==> src/rtl/fast_command_decoder.sv <==
// -----------------------------------------------------------------------------
// fast_command_decoder
//
// Serial-to-parallel decoder for the ETROC2 fast-command stream. Takes the
// retimed 320 Mb/s bit stream from the phase adjuster, finds the 8-bit frame
// boundary using the IDLE symbol (0xF0), locks onto it with hysteresis, and,
// while locked, emits one-cycle command pulses aligned to the 40 MHz frame.
//
// Ports:
//   clk320      in   320 MHz bit clock (single clock domain)
//   rstn        in   asynchronous active-low reset
//   fcIn        in   serial fast-command bit, MSB of each frame first
//   aligned     out  high while the decoder is locked
//   frameStrobe out  one-cycle pulse per decoded frame while locked
//   cmdCode     out  [7:0] last frame captured while locked, held between strobes
//   errCount    out  [7:0] saturating invalid-frame counter (FC_ERRCNT_EN only)
//   l1a, bcr, linkReset, chargeInj, wsStart, wsStop
//               out  one-cycle command pulses, coincident with frameStrobe
//
// Parameters:
//   LOCK_COUNT   consecutive IDLE frames at one phase needed to lock (2..15)
//   UNLOCK_COUNT consecutive invalid frames needed to drop lock (1..15)
//
// Build option:
//   FC_ERRCNT_EN  when defined, adds the errCount port and its counter.
// -----------------------------------------------------------------------------
`timescale 1ns/1ps

module fast_command_decoder #(
    parameter int LOCK_COUNT   = 4,
    parameter int UNLOCK_COUNT = 4
) (
    input  logic       clk320,
    input  logic       rstn,
    input  logic       fcIn,
    output logic       aligned,
    output logic       frameStrobe,
    output logic [7:0] cmdCode,
`ifdef FC_ERRCNT_EN
    output logic [7:0] errCount,
`endif
    output logic       l1a,
    output logic       bcr,
    output logic       linkReset,
    output logic       chargeInj,
    output logic       wsStart,
    output logic       wsStop
);

    localparam logic [1:0] SEARCH = 2'd0;
    localparam logic [1:0] CHECK  = 2'd1;
    localparam logic [1:0] LOCKED = 2'd2;

    localparam logic [7:0] CODE_IDLE      = 8'hF0;
    localparam logic [7:0] CODE_LINKRESET = 8'h33;
    localparam logic [7:0] CODE_BCR       = 8'h5A;
    localparam logic [7:0] CODE_L1A       = 8'h96;
    localparam logic [7:0] CODE_CHARGEINJ = 8'h69;
    localparam logic [7:0] CODE_WSSTART   = 8'h3C;
    localparam logic [7:0] CODE_WSSTOP    = 8'hA5;

    localparam logic [3:0] LOCK_TH   = 4'(LOCK_COUNT);
    localparam logic [3:0] UNLOCK_TH = 4'(UNLOCK_COUNT);

    logic [7:0] sr;
    logic [2:0] ph,      phNxt;
    logic [1:0] state,   stateNxt;
    logic [3:0] idleCnt, idleCntNxt;
    logic [3:0] badCnt,  badCntNxt;
    logic [3:0] badInc;
    logic       boundary;
    logic       isIdle;
    logic       codeValid;
    logic       emit;
    // Pulse vector order: {wsStop, wsStart, chargeInj, linkReset, bcr, l1a}
    logic [5:0] cmdHit;
    logic [5:0] pulses;

    assign boundary = (ph == 3'd7);
    assign isIdle   = (sr == CODE_IDLE);
    assign badInc   = (badCnt == 4'hF) ? badCnt : badCnt + 4'd1;

    assign {wsStop, wsStart, chargeInj, linkReset, bcr, l1a} = pulses;

    // Frame decode. IDLE is valid but drives no command pulse, so at most
    // one bit of cmdHit can ever be set.
    always_comb begin
        // NOTE: every signal assigned here gets a default first; a path that
        // leaves one unassigned would infer a latch.
        codeValid = 1'b1;
        cmdHit    = 6'b000000;
        case (sr)
            CODE_IDLE:      cmdHit = 6'b000000;
            CODE_L1A:       cmdHit = 6'b000001;
            CODE_BCR:       cmdHit = 6'b000010;
            CODE_LINKRESET: cmdHit = 6'b000100;
            CODE_CHARGEINJ: cmdHit = 6'b001000;
            CODE_WSSTART:   cmdHit = 6'b010000;
            CODE_WSSTOP:    cmdHit = 6'b100000;
            default:        codeValid = 1'b0;
        endcase
    end

    // Alignment FSM. emit marks a boundary whose frame is presented on the
    // outputs. The IDLE that completes the lock is presented too, so aligned
    // and the first frameStrobe rise on the same edge.
    always_comb begin
        stateNxt   = state;
        idleCntNxt = idleCnt;
        badCntNxt  = badCnt;
        phNxt      = ph + 3'd1;
        emit       = 1'b0;
        case (state)
            SEARCH: begin
                if (isIdle) begin
                    // This cycle acts as a boundary; the next one is 8 later.
                    phNxt      = 3'd0;
                    idleCntNxt = 4'd1;
                    stateNxt   = CHECK;
                end
            end
            CHECK: begin
                if (boundary) begin
                    if (!isIdle) begin
                        stateNxt = SEARCH;
                    end else if (idleCnt + 4'd1 >= LOCK_TH) begin
                        stateNxt  = LOCKED;
                        badCntNxt = 4'd0;
                        emit      = 1'b1;
                    end else begin
                        idleCntNxt = idleCnt + 4'd1;
                    end
                end
            end
            LOCKED: begin
                if (boundary) begin
                    emit = 1'b1;
                    if (codeValid) begin
                        badCntNxt = 4'd0;
                    end else begin
                        badCntNxt = badInc;
                        if (badInc >= UNLOCK_TH) begin
                            stateNxt = SEARCH;
                        end
                    end
                end
            end
            default: stateNxt = SEARCH;
        endcase
    end

    always_ff @(posedge clk320 or negedge rstn) begin
        if (!rstn) begin
            sr          <= 8'h00;
            ph          <= 3'd0;
            state       <= SEARCH;
            idleCnt     <= 4'd0;
            badCnt      <= 4'd0;
            aligned     <= 1'b0;
            frameStrobe <= 1'b0;
            cmdCode     <= CODE_IDLE;
            pulses      <= 6'b000000;
        end else begin
            // NOTE: state updates use non-blocking assignments so every
            // register samples the pre-edge values, independent of order.
            sr          <= {sr[6:0], fcIn};
            ph          <= phNxt;
            state       <= stateNxt;
            idleCnt     <= idleCntNxt;
            badCnt      <= badCntNxt;
            aligned     <= (stateNxt == LOCKED);
            frameStrobe <= emit;
            pulses      <= emit ? cmdHit : 6'b000000;
            if (emit) begin
                cmdCode <= sr;
            end
        end
    end

`ifdef FC_ERRCNT_EN
    always_ff @(posedge clk320 or negedge rstn) begin
        if (!rstn) begin
            errCount <= 8'h00;
        end else if (state == LOCKED && boundary && !codeValid && errCount != 8'hFF) begin
            errCount <= errCount + 8'd1;
        end
    end
`endif

endmodule

==> config.mk <==
export PLATFORM = sky130hd
export DESIGN_NAME = fast_command_decoder
export DESIGN_NICKNAME = d
export VERILOG_FILES = /design/src/rtl/fast_command_decoder.sv
export SDC_FILE = /design/constraint.sdc
export NUM_CORES = 1
export LEC_CHECK = 0
export CORE_UTILIZATION = 43
export DETAILED_ROUTE_END_ITERATION = 10
export GPL_TIMING_DRIVEN = 0
export SYNTH_ARGS = -nofsm -noshare
export SYNTH_HDL_FRONTEND = slang
export SYNTH_SLANG_ARGS = --single-unit
==> constraint.sdc <==
create_clock -name clk320 -period 2.55 [get_ports clk320]
set_clock_uncertainty 0.2 [all_clocks]
set_input_delay 0.51 -clock clk320 [delete_from_list [all_inputs] [get_ports clk320]]
set_output_delay 0.51 -clock clk320 [all_outputs]
set_load 0.03 [all_outputs]
[After elaboration in Yosys (flattened, before gate mapping)]
Index checks and enable logic that the tools add are counted.
Operators by class
  reduce and logical (&&, ||, !) cells: 6
  magnitude comparators: 2
  eq/ne operators: 18
  muxes and demuxes: 30
  add/sub/neg operators: 3
Operator list (count)
  4-bit two-way mux: 10
  6-bit one-hot mux with 6 select lines: 1
  8-bit == test, second input constant: 3
  8-bit by 6-bit == test with 1-bit output, second input constant: 2
  8-bit by 7-bit == test with 1-bit output, second input constant: 2
  4-bit one-hot mux with 2 select lines: 2
  2-bit two-way mux: 7
  2-bit inequality test, second input constant: 6
  5-bit AND reduction: 2
  4-bit by 1-bit adder with 4-bit output, second input constant: 2
  4-bit by 3-bit >= comparator with 1-bit output, second input constant: 2
  7-bit OR reduction: 1
  3-bit two-way mux: 2
  6-bit two-way mux: 1
  2-bit one-hot mux with 3 select lines: 1
  1-bit two-way mux: 5
  2-bit == test, second input constant: 2
  4-bit == test, second input constant: 1
  2-bit nonzero test: 2
  3-bit by 1-bit adder with 3-bit output, second input constant: 1
  3-bit == test, second input constant: 1
  2-bit by 1-bit == test with 1-bit output, second input constant: 1
  2-bit zero test: 1
  1-bit one-hot mux with 2 select lines: 1
Storage, ports and cells
  word-level logic and storage cells: 68
  input port bits: 3
  output and inout port bits: 16
  register bits: 37

[Logic depth before layout (Yosys ltp)]
  depth after elaboration: 8
  mapped depth: 7
  gate-level depth less buffers: 7

[Worst setup path before layout]
Ideal clock, no wire load.
  kind: register to register
  from: register idleCnt[0]
  to: register cmdCode[0]
  cell stages (with the launch flop): 7
  path buffers: 0
  required time: 2225 ps
  setup time: 125 ps
  arrival: 1748 ps
  slack: 477 ps
  cell sequence: dfrtp_1 > ha_1 > nor3_1 > a41oi_1 > and3_4 > o211ai_4 > mux2_2
Between the ends
  cells in the longest elaborated chain, start to end: 6
Ends and longest elaborated chain
  start: declaration: RTL line 68  | logic [3:0] idleCnt, idleCntNxt;
  start signal: assignment: RTL line 169  | idleCnt <= idleCntNxt;
  4-bit by 1-bit adder with 4-bit output: RTL line 126  | end else if (idleCnt + 4'd1 >= LOCK_TH) begin
  4-bit by 3-bit >= comparator with 1-bit output: RTL line 126
  1-bit two-way mux: RTL line 126
  1-bit two-way mux: RTL line 124  | if (!isIdle) begin
  1-bit two-way mux: RTL line 123  | if (boundary) begin
  1-bit one-hot mux with 2 select lines: RTL line 113  | case (state)
  end signal: assignment: RTL line 175  | cmdCode <= sr;
  end: declaration: RTL line 38  | output logic [7:0] cmdCode,
Every way passes these cells.
A chain may end at the register's enable or synchronous reset.

[Final worst setup path]
  from: register idleCnt[0]
  to: register cmdCode[1]
The elaborated chain is that of the path after synthesis.

==> impl_metrics.toml <==
[status]
outcome = "finished, final reports clean"

[layout]
finalCoreUtilization_pct = 54.92
drive_gt1_share_pct = 20.13
synthToLayoutAreaGrowth_pct = 21.08
n_antenna_cell = 0
finalNonFillerCells = 207
fin_nets = 169

[synthesis]
yosysMostFrequentCell = "dfrtp_1"
synth_top_family_by_area = "simple AND/OR/NAND/NOR gates"
ys_ff_latch = 37
synth_xor_area_share_pct = 0
synth_area_leaders = "dfrtp_1 (49%), dfstp_2 (6.2%), mux2_2 (6.0%)"
synthCells = 133
synth_edf_count = 0
synth.distinct_cells = 40
async_flop_share_pct = 100.0
synthAdderAreaFrac_pct = 5.939
netlist.area_leader.share_pct = 49.00
synth_area_per_cell_um2 = 12.67
synth_compound_area_share_pct = 12.77
ys_seq_area_share_pct = 55.23
synth_nets = 144
synth.largest_area_cell = "dfrtp_1"
synth_simple_gate_area_share_pct = 15.74
yosysWarningCount = 0
synth.mux.area_fraction_pct = 7.201
synth_area_um2 = 1685
synth_commonest_cells = "dfrtp_1 (33), inv_1 (9), mux2_2 (9), nand2_1 (9), ha_1 (8)"
ys.flop_type = "dfrtp_1"

[critical_path]
crit_fanout = 9
cp_cell_sequence = "ha_1 > nor3_1 > a41oi_1 > and3_4 > o211ai_4 > mux2_2"
cp.buffers_inverters = 0
max_stage_delay_ps = 430
slowest_stage = "dfrtp_1"
critical_path_class = "reg2reg"
critical_path.startpoint_type = "flop"
cp-end-kind = "flop"
cp.arrival_ps = 2270
worst_path_dominant_cell_family = "compound AO/OA/AOI/OAI gates"
required_ps = 2520

[timing]
finalSetupViolCount = 0
maxSlewHeadroom_pct = 48.25
hold_slack_ps = 100.8
max_clock_freq_ghz = 0.4337
min_period_ps = 2306
finalMaxSlewViolations = 0
rsz0062_at_grt = "false"
min_period_over_period_pct = 90.42
final_hold_viol_count = 0
setup_tns_ps = 0
worstMarginPinSlew_ps = 776.2

[clock_tree]
cts_buffer_depth = 2
cts_tree = "built"
ctsHoldBuffers = 0
cts.repair.resized = 0
root_buffer = "clkbuf_8"
cts_made_buffers = 5
cts_htree_levels = 2
cts_setup_buffers = 0
clock_sink_count = 37
clkTransAtPathRegs_ps = 70
clk_latency_ps = 290

[global_routing]
track_usage_pct = 16.63
grt-ovfl-total = 0
grt_pass1_wl_um = 5147
grt_pass1_vias = 1089
antenna_found_initial = 0
grt_max_degree = 38

[floorplan]
chipHeight_um = 64.61
io_pins = 19
die_area_um2 = 4174
placementRows = 22
start_util_pct = 45.35
die_x_um = 64.61
fp.coreArea_um2 = 3716

[power]
ir_drop_mv = 0.4579
pwr_density_cell_nw_per_um2 = 621.6
p_leak_nw = 0.9142

[drt]
wl_per_cell_um = 13.88
viasPerCell = 5.362
vias = 1110
wl_um = 2873
dr.pass1.iters = 4
drt-initial-drc-count = 38
ant_nets = 0
post-route-drc-count = 0

[placement]
dp_cells = 199
port_buffers = 18
gp_congestion = 0.8559
hpwl_um = 2047

[worst_hold_path]
hold_class = "in2async"

[job]
maxCapViolCount = 0
==> cell usage in the layout, fill, tap and decap left out, types with 2 or more instances in the layout <==
master           count
a21oi_1              5
nand2_1              9
nor2_1               2
mux2i_1              2
and2_1               5
dfstp_2              4
and3_1               5
o22ai_1              2
a41o_1               2
ha_1                 8
dfrtp_1             33
clkdlybuf4s50_1     17
o21ai_0              2
nor4bb_1             3
a41oi_1              3
clkbuf_8             6
inv_1                9
nand3b_1             2
o31ai_1              2
and4bb_1             2
nor3_1               3
and4bb_2             2
mux2_2               9
==> metrics by stage <==
stage / total power [mW] / cell area, um^2 / setup slack, ps
floorplan: 0.7253 / 1685 / 477.4
global placement: 0.7593 / 1926 / 58.74
detailed placement: 0.7637 / 1921 / 277.2
CTS: 1.287 / 2041 / 263.0
global route: 1.340 / 2041 / 140.5
finish: 1.269 / 2041 / 244.3
==> routing by layer <==
metal  vias up  wire (um)  share of wire (%)  GRT usage, %
met5         -          0                  0             0
met4         0         58                2.0         8.333
met3         7         92                3.2         4.225
met2        21       1367                 48         25.13
met1       544       1355                 47         22.08
li1        538          -                  -             -
==> report_power, final <==
group          switching (mW)  internal, mW
registers              0.0200         0.616
logic                  0.0677        0.0474
clock network           0.200         0.318
==> sequential cells by signal, summed over array words and instances (netlist names) <==
name,count
cmdCode,8
sr,8
pulses,6
badCnt,4
idleCnt,4
ph,3
state,2
aligned,1
frameStrobe,1
==> final cells by class <==
type                            instances  area, um^2
Inverter                               10       37.54
Clock buffer                            6       82.58
Sequential cell                        37       930.9
Clock inverter                          2       37.54
Multi-Input combinational cell         84       701.9
Tap cell                               48       60.06
Buffer                                  2       15.01
Fill cell                             324        1675
Timing Repair Buffer                   18       175.2
==> logic make-up after synthesis <==
kind of cell    Yosys count
simple gates             40
fa+ha+maj                 8
flops                    37
buf+inv                  12
compound gates           25
mux                      11
==> final timing paths <==
path	slack [ps]	depth (start not counted)	startpoint	endpoint
worst max register to register	240	6	idleCnt[0]	cmdCode[1]
min in group clk320	240	1	ph[0]	ph[0]
max in group asynchronous	1560	1	rstn	pulses[0]
worst max-delay path	240	6	idleCnt[0]	cmdCode[1]
worst min register to register	240	1	ph[0]	ph[0]
worst min-delay path	100	1	rstn	badCnt[2]
Note: power is estimated with default switching activity, not from simulation.
==> variant 1 (same settings) <==
The output `frameStrobe` loses its register stage (`frameStrobe` becomes a continuous assignment). Comments in the files are not updated.
--- a/src/rtl/fast_command_decoder.sv
+++ b/src/rtl/fast_command_decoder.sv
@@ -158,5 +158,4 @@
             badCnt      <= 4'd0;
             aligned     <= 1'b0;
-            frameStrobe <= 1'b0;
             cmdCode     <= CODE_IDLE;
             pulses      <= 6'b000000;
@@ -170,5 +169,4 @@
             badCnt      <= badCntNxt;
             aligned     <= (stateNxt == LOCKED);
-            frameStrobe <= emit;
             pulses      <= emit ? cmdHit : 6'b000000;
             if (emit) begin
@@ -177,4 +175,6 @@
         end
     end
+
+    assign frameStrobe = emit;
 
 `ifdef FC_ERRCNT_EN
Behaviour: same outputs for any inputs over 10 cycles, from zero or initial values and one cycle with rstn low; that may be too few to reach the edited logic, so the function may still have changed.
==> variant 1 against the original RTL <==
Critical path depth is 1 higher. Wire length is 21% higher. Sequential cell count is 1 lower. Maximum frequency is 6.7% lower. Area after synthesis is 1.5% lower. Global-route usage is 2.7 points higher. Total power is 0.72% lower. Count of clock-buffer cells in the layout stayed put. Worst setup slack worse by 0.17 ns. First-iteration DRC count is 24% higher. Final area is 5.0% higher. Critical path type is now register to output port.
==> variant 1: results (changes against the original RTL) <==
status completed; Hold WS 0.0860 ns (-0.0148 ns); drt wl/cell 15.6 microns (+13%); Finished Core Util 58.1% (+3.2 points); Mapped Cells 132 (-0.75%); Max rail drop VDD 0.328 mV (-28%); Leak 0.977 nW (+6.8%); fraction of layout cells with a size suffix above 1 31.0% (+11 points); clock group total power 0.497 mW (-4.1%); FFs w/ async S/R, synth 100% (unchanged); CP Capture Point frameStrobe; Slowest-stage cell, CP dfrtp_2; Compound-Gate Fraction of Synth Area 13.0% (+0.19 points); Commonest cells post-synth dfrtp_1 (32), inv_1 (9), mux2_2 (9), nand2_1 (9), ha_1 (8); largest net degree at the start of global routing 37 (-2.6%); final cell count without fillers 222 (+7.2%); pre-CTS setup slack -0.481 ns (-0.759 ns); clock root buffer clkbuf_8; Cell Int Power 0.952 mW (-2.9%); final setup fails 0 (unchanged); largest cells by area after synthesis dfrtp_1 (48%), dfstp_2 (6.3%), mux2_2 (6.1%), ha_1 (6.0%), inv_1 (2.0%); Placed Area 1900 sq um (-1.3%); DP Wirelength 2150 microns (+5.2%); global-route wire length before repair 5880 microns (+14%); crit-path max FO 10 (+1); Top delay family on crit path simple AND/OR/NAND/NOR gates; crit path launch sr[1]; Placed Cells 198 (-0.50%); Gate power share 11.7% (+2.6 points); Min Clock Period, post-route 2.47 ns (+0.166 ns); CP max stage delay 0.41 ns (-0.02 ns); syn nets 143 (-0.69%); Syn. warnings 0 (unchanged); Hold Path Class input port to asynchronous set/reset pin; Pwr Total 1.26 mW (-0.72%); mux cell area share after synthesis 7.31% (+0.11 points); vias in the first global route 1271 (+17%); Synth Area in Adders 6.03% (+0.090 points); critical path capture point type output port; first-iteration detailed-routing DRC count 47 (+24%); R2R Path End badCnt[0]; worst path arrival time 1.76 ns (-0.51 ns); fin nets 184 (+8.9%); Vias/cell 5.43 (+1.3%); post-synthesis sequential area ratio 54.6% (-0.67 points); Worst Tran Pin Value 0.770 ns (-0.00639 ns); global-route usage over all layers 19.3% (+2.7 points); RePlAce Congestion 0.862 (+0.67%)
variant 1: cell types whose count changed in the layout (fill, tap and decap cells not counted), sizes merged:
cell,change
clkdlybuf4s50,-1
dfrtp,-1
clkinvlp,-1
buf,+17
clkinv,+1
variant 1: metal layers:
layer	vias to the layer above	share of wire, %	global-route usage, %
met4	0	2.3	9.44
met5	-	0	0
met1	597	47	23.2
met3	8	2.9	5.36
li1	573	-	-
met2	28	48	31.6
variant 1: layout make-up:
cell class / instances / area (sq um)
Fill cell: 312 / 1550
Sequential cell: 36 / 910
Multi-Input combinational cell: 84 / 717
Timing Repair Buffer: 34 / 297
Clock buffer: 6 / 72.6
Tap cell: 48 / 60.1
Inverter: 10 / 37.5
Clock inverter: 2 / 35.0
Buffer: 2 / 15.0
variant 1: repair_timing:
action,4_1_cts,5_1_grt
resized for setup,12,1
endpoints found under the setup margin,1,1
buffers inserted,12,4
pin swaps,3,3
==> variant 2 (same flow settings) <==
Without the edit above. The option `FC_ERRCNT_EN` is turned on by a define.
--- a/src/rtl/fast_command_decoder.sv
+++ b/src/rtl/fast_command_decoder.sv
@@ -26,4 +26,6 @@
 // -----------------------------------------------------------------------------
 `timescale 1ns/1ps
+
+`define FC_ERRCNT_EN
 
 module fast_command_decoder #(
Behaviour (old outputs only; new: errCount): unchanged (Yosys induction, for registers that start in step).
==> variant 2 against the original RTL <==
Area after synthesis increased by 24%. Final area increased by 24%. Worst setup slack improved by 0.026 ns. Core utilization decreased by 0.84 points. Sequential cell count increased by 8. Wire length increased by 38%. Synthesized cell count increased by 27%. Total power increased by 6.0%. First-iteration DRC count increased by 110%. Largest power group unchanged.
==> variant 2: results (changes against the original RTL) <==
Worst Reg-to-Reg Cells 7 (+1); sequential cell area share 44.6% (-1.0 points); clock group total power 0.451 mW (-13%); RR Startpoint idleCnt[0]; first-iteration detailed-routing DRC count 78 (+110%); Sw Share 24.5% (+1.8 points); crit-path max FO 6 (-3); post-synthesis sequential area ratio 54.1% (-1.1 points); seq_cells 45 (+22%); RePlAce Congestion 0.810 (-5.4%); clock buf count 7 (+1); largest cells by area after synthesis dfrtp_1 (49%), ha_1 (5.4%), dfstp_2 (5.0%), mux2_2 (3.8%), and4bb_2 (3.0%); Post-Route WL 3960 microns (+38%); Largest regs cmdCode: 8 flops, errCount: 8 flops, sr: 8 flops; Top delay family on crit path simple AND/OR/NAND/NOR gates; Signal buf overhead 12.4% (+3.1 points); #MultiIn Comb 115 (+37%); Placed Cells 250 (+26%); clk cell area share 3.70% (-2.2 points); Fill cells 395 (+22%); Finished Core Util 54.1% (-0.84 points); Hold WS 0.251 ns (+0.151 ns); Commonest cells post-synth dfrtp_1 (41), nand2_1 (13), ha_1 (9), a21oi_1 (8), nor2_1 (8); fraction of layout cells with a size suffix above 1 20.0% (-0.13 points); largest net degree at the start of global routing 34 (-11%); Placed Area 2430 sq um (+27%); global-route wire length before repair 6860 microns (+33%); fraction of area in multi-input gates 35.9% (+1.5 points); syn nets 181 (+26%); DP Wirelength 2880 microns (+40%); Vias/cell 5.52 (+2.9%); vias in the first global route 1425 (+31%); Hold Path Class register to register; Max rail drop VDD 0.279 mV (-39%); Signal buffers 32 (+60%); fin nets 216 (+28%); CTS Hold Bufs 1 (+1); Mapped Cells 169 (+27%); global-route usage over all layers 17.7% (+1.1 points); status completed; Leak 1.13 nW (+23%); pre-CTS setup slack 0.273 ns (-0.00416 ns); Comb power 0.130 mW (+13%); drt wl/cell 15.3 microns (+10%); PortBufs 26 (+8); Tapcells 54 (+13%); Min Clock Period, post-route 2.28 ns (-0.0256 ns); inverter count 5 (-5); R2R Path End badCnt[0]; post-CTS sizing 0 (unchanged); Worst Tran Pin Value 0.386 ns (-0.390 ns)
==> variant 2: cell families (layout without fill, tap and decap cells) <==
group	after synthesis	count (layout)	share of synthesized area (%)
and+or+nand+nor	60	60	19.2
buffers and inverters	9	45	2.33
muxes	11	11	6.64
AOI/OAI and AO/OA	28	28	9.40
xor gates and xnor gates	7	7	2.93
adders and majority gates	9	9	5.39
DFF	45	45	54.1
==> variant 2: worst reg2reg max path: cells and delay by family (launching register included) <==
family / cells / cell delay (ns)
AND/OR/NAND/NOR: 3 / 0.68
flip-flops: 1 / 0.43
AO/OA/AOI/OAI: 2 / 0.35
multiplexers: 1 / 0.26
adder cells (fa/ha/maj): 1 / 0.24
==> variant 2: metal layers <==
| metal | vias up | track usage, % | part of all wire (%) |
|---|---|---|---|
| met4 | 0 | 8.71 | 2.7 |
| met2 | 25 | 27.9 | 50 |
| met1 | 716 | 22.3 | 44 |
| met3 | 11 | 5.20 | 3.6 |
| li1 | 677 | - | - |
| met5 | - | 0 | 0 |
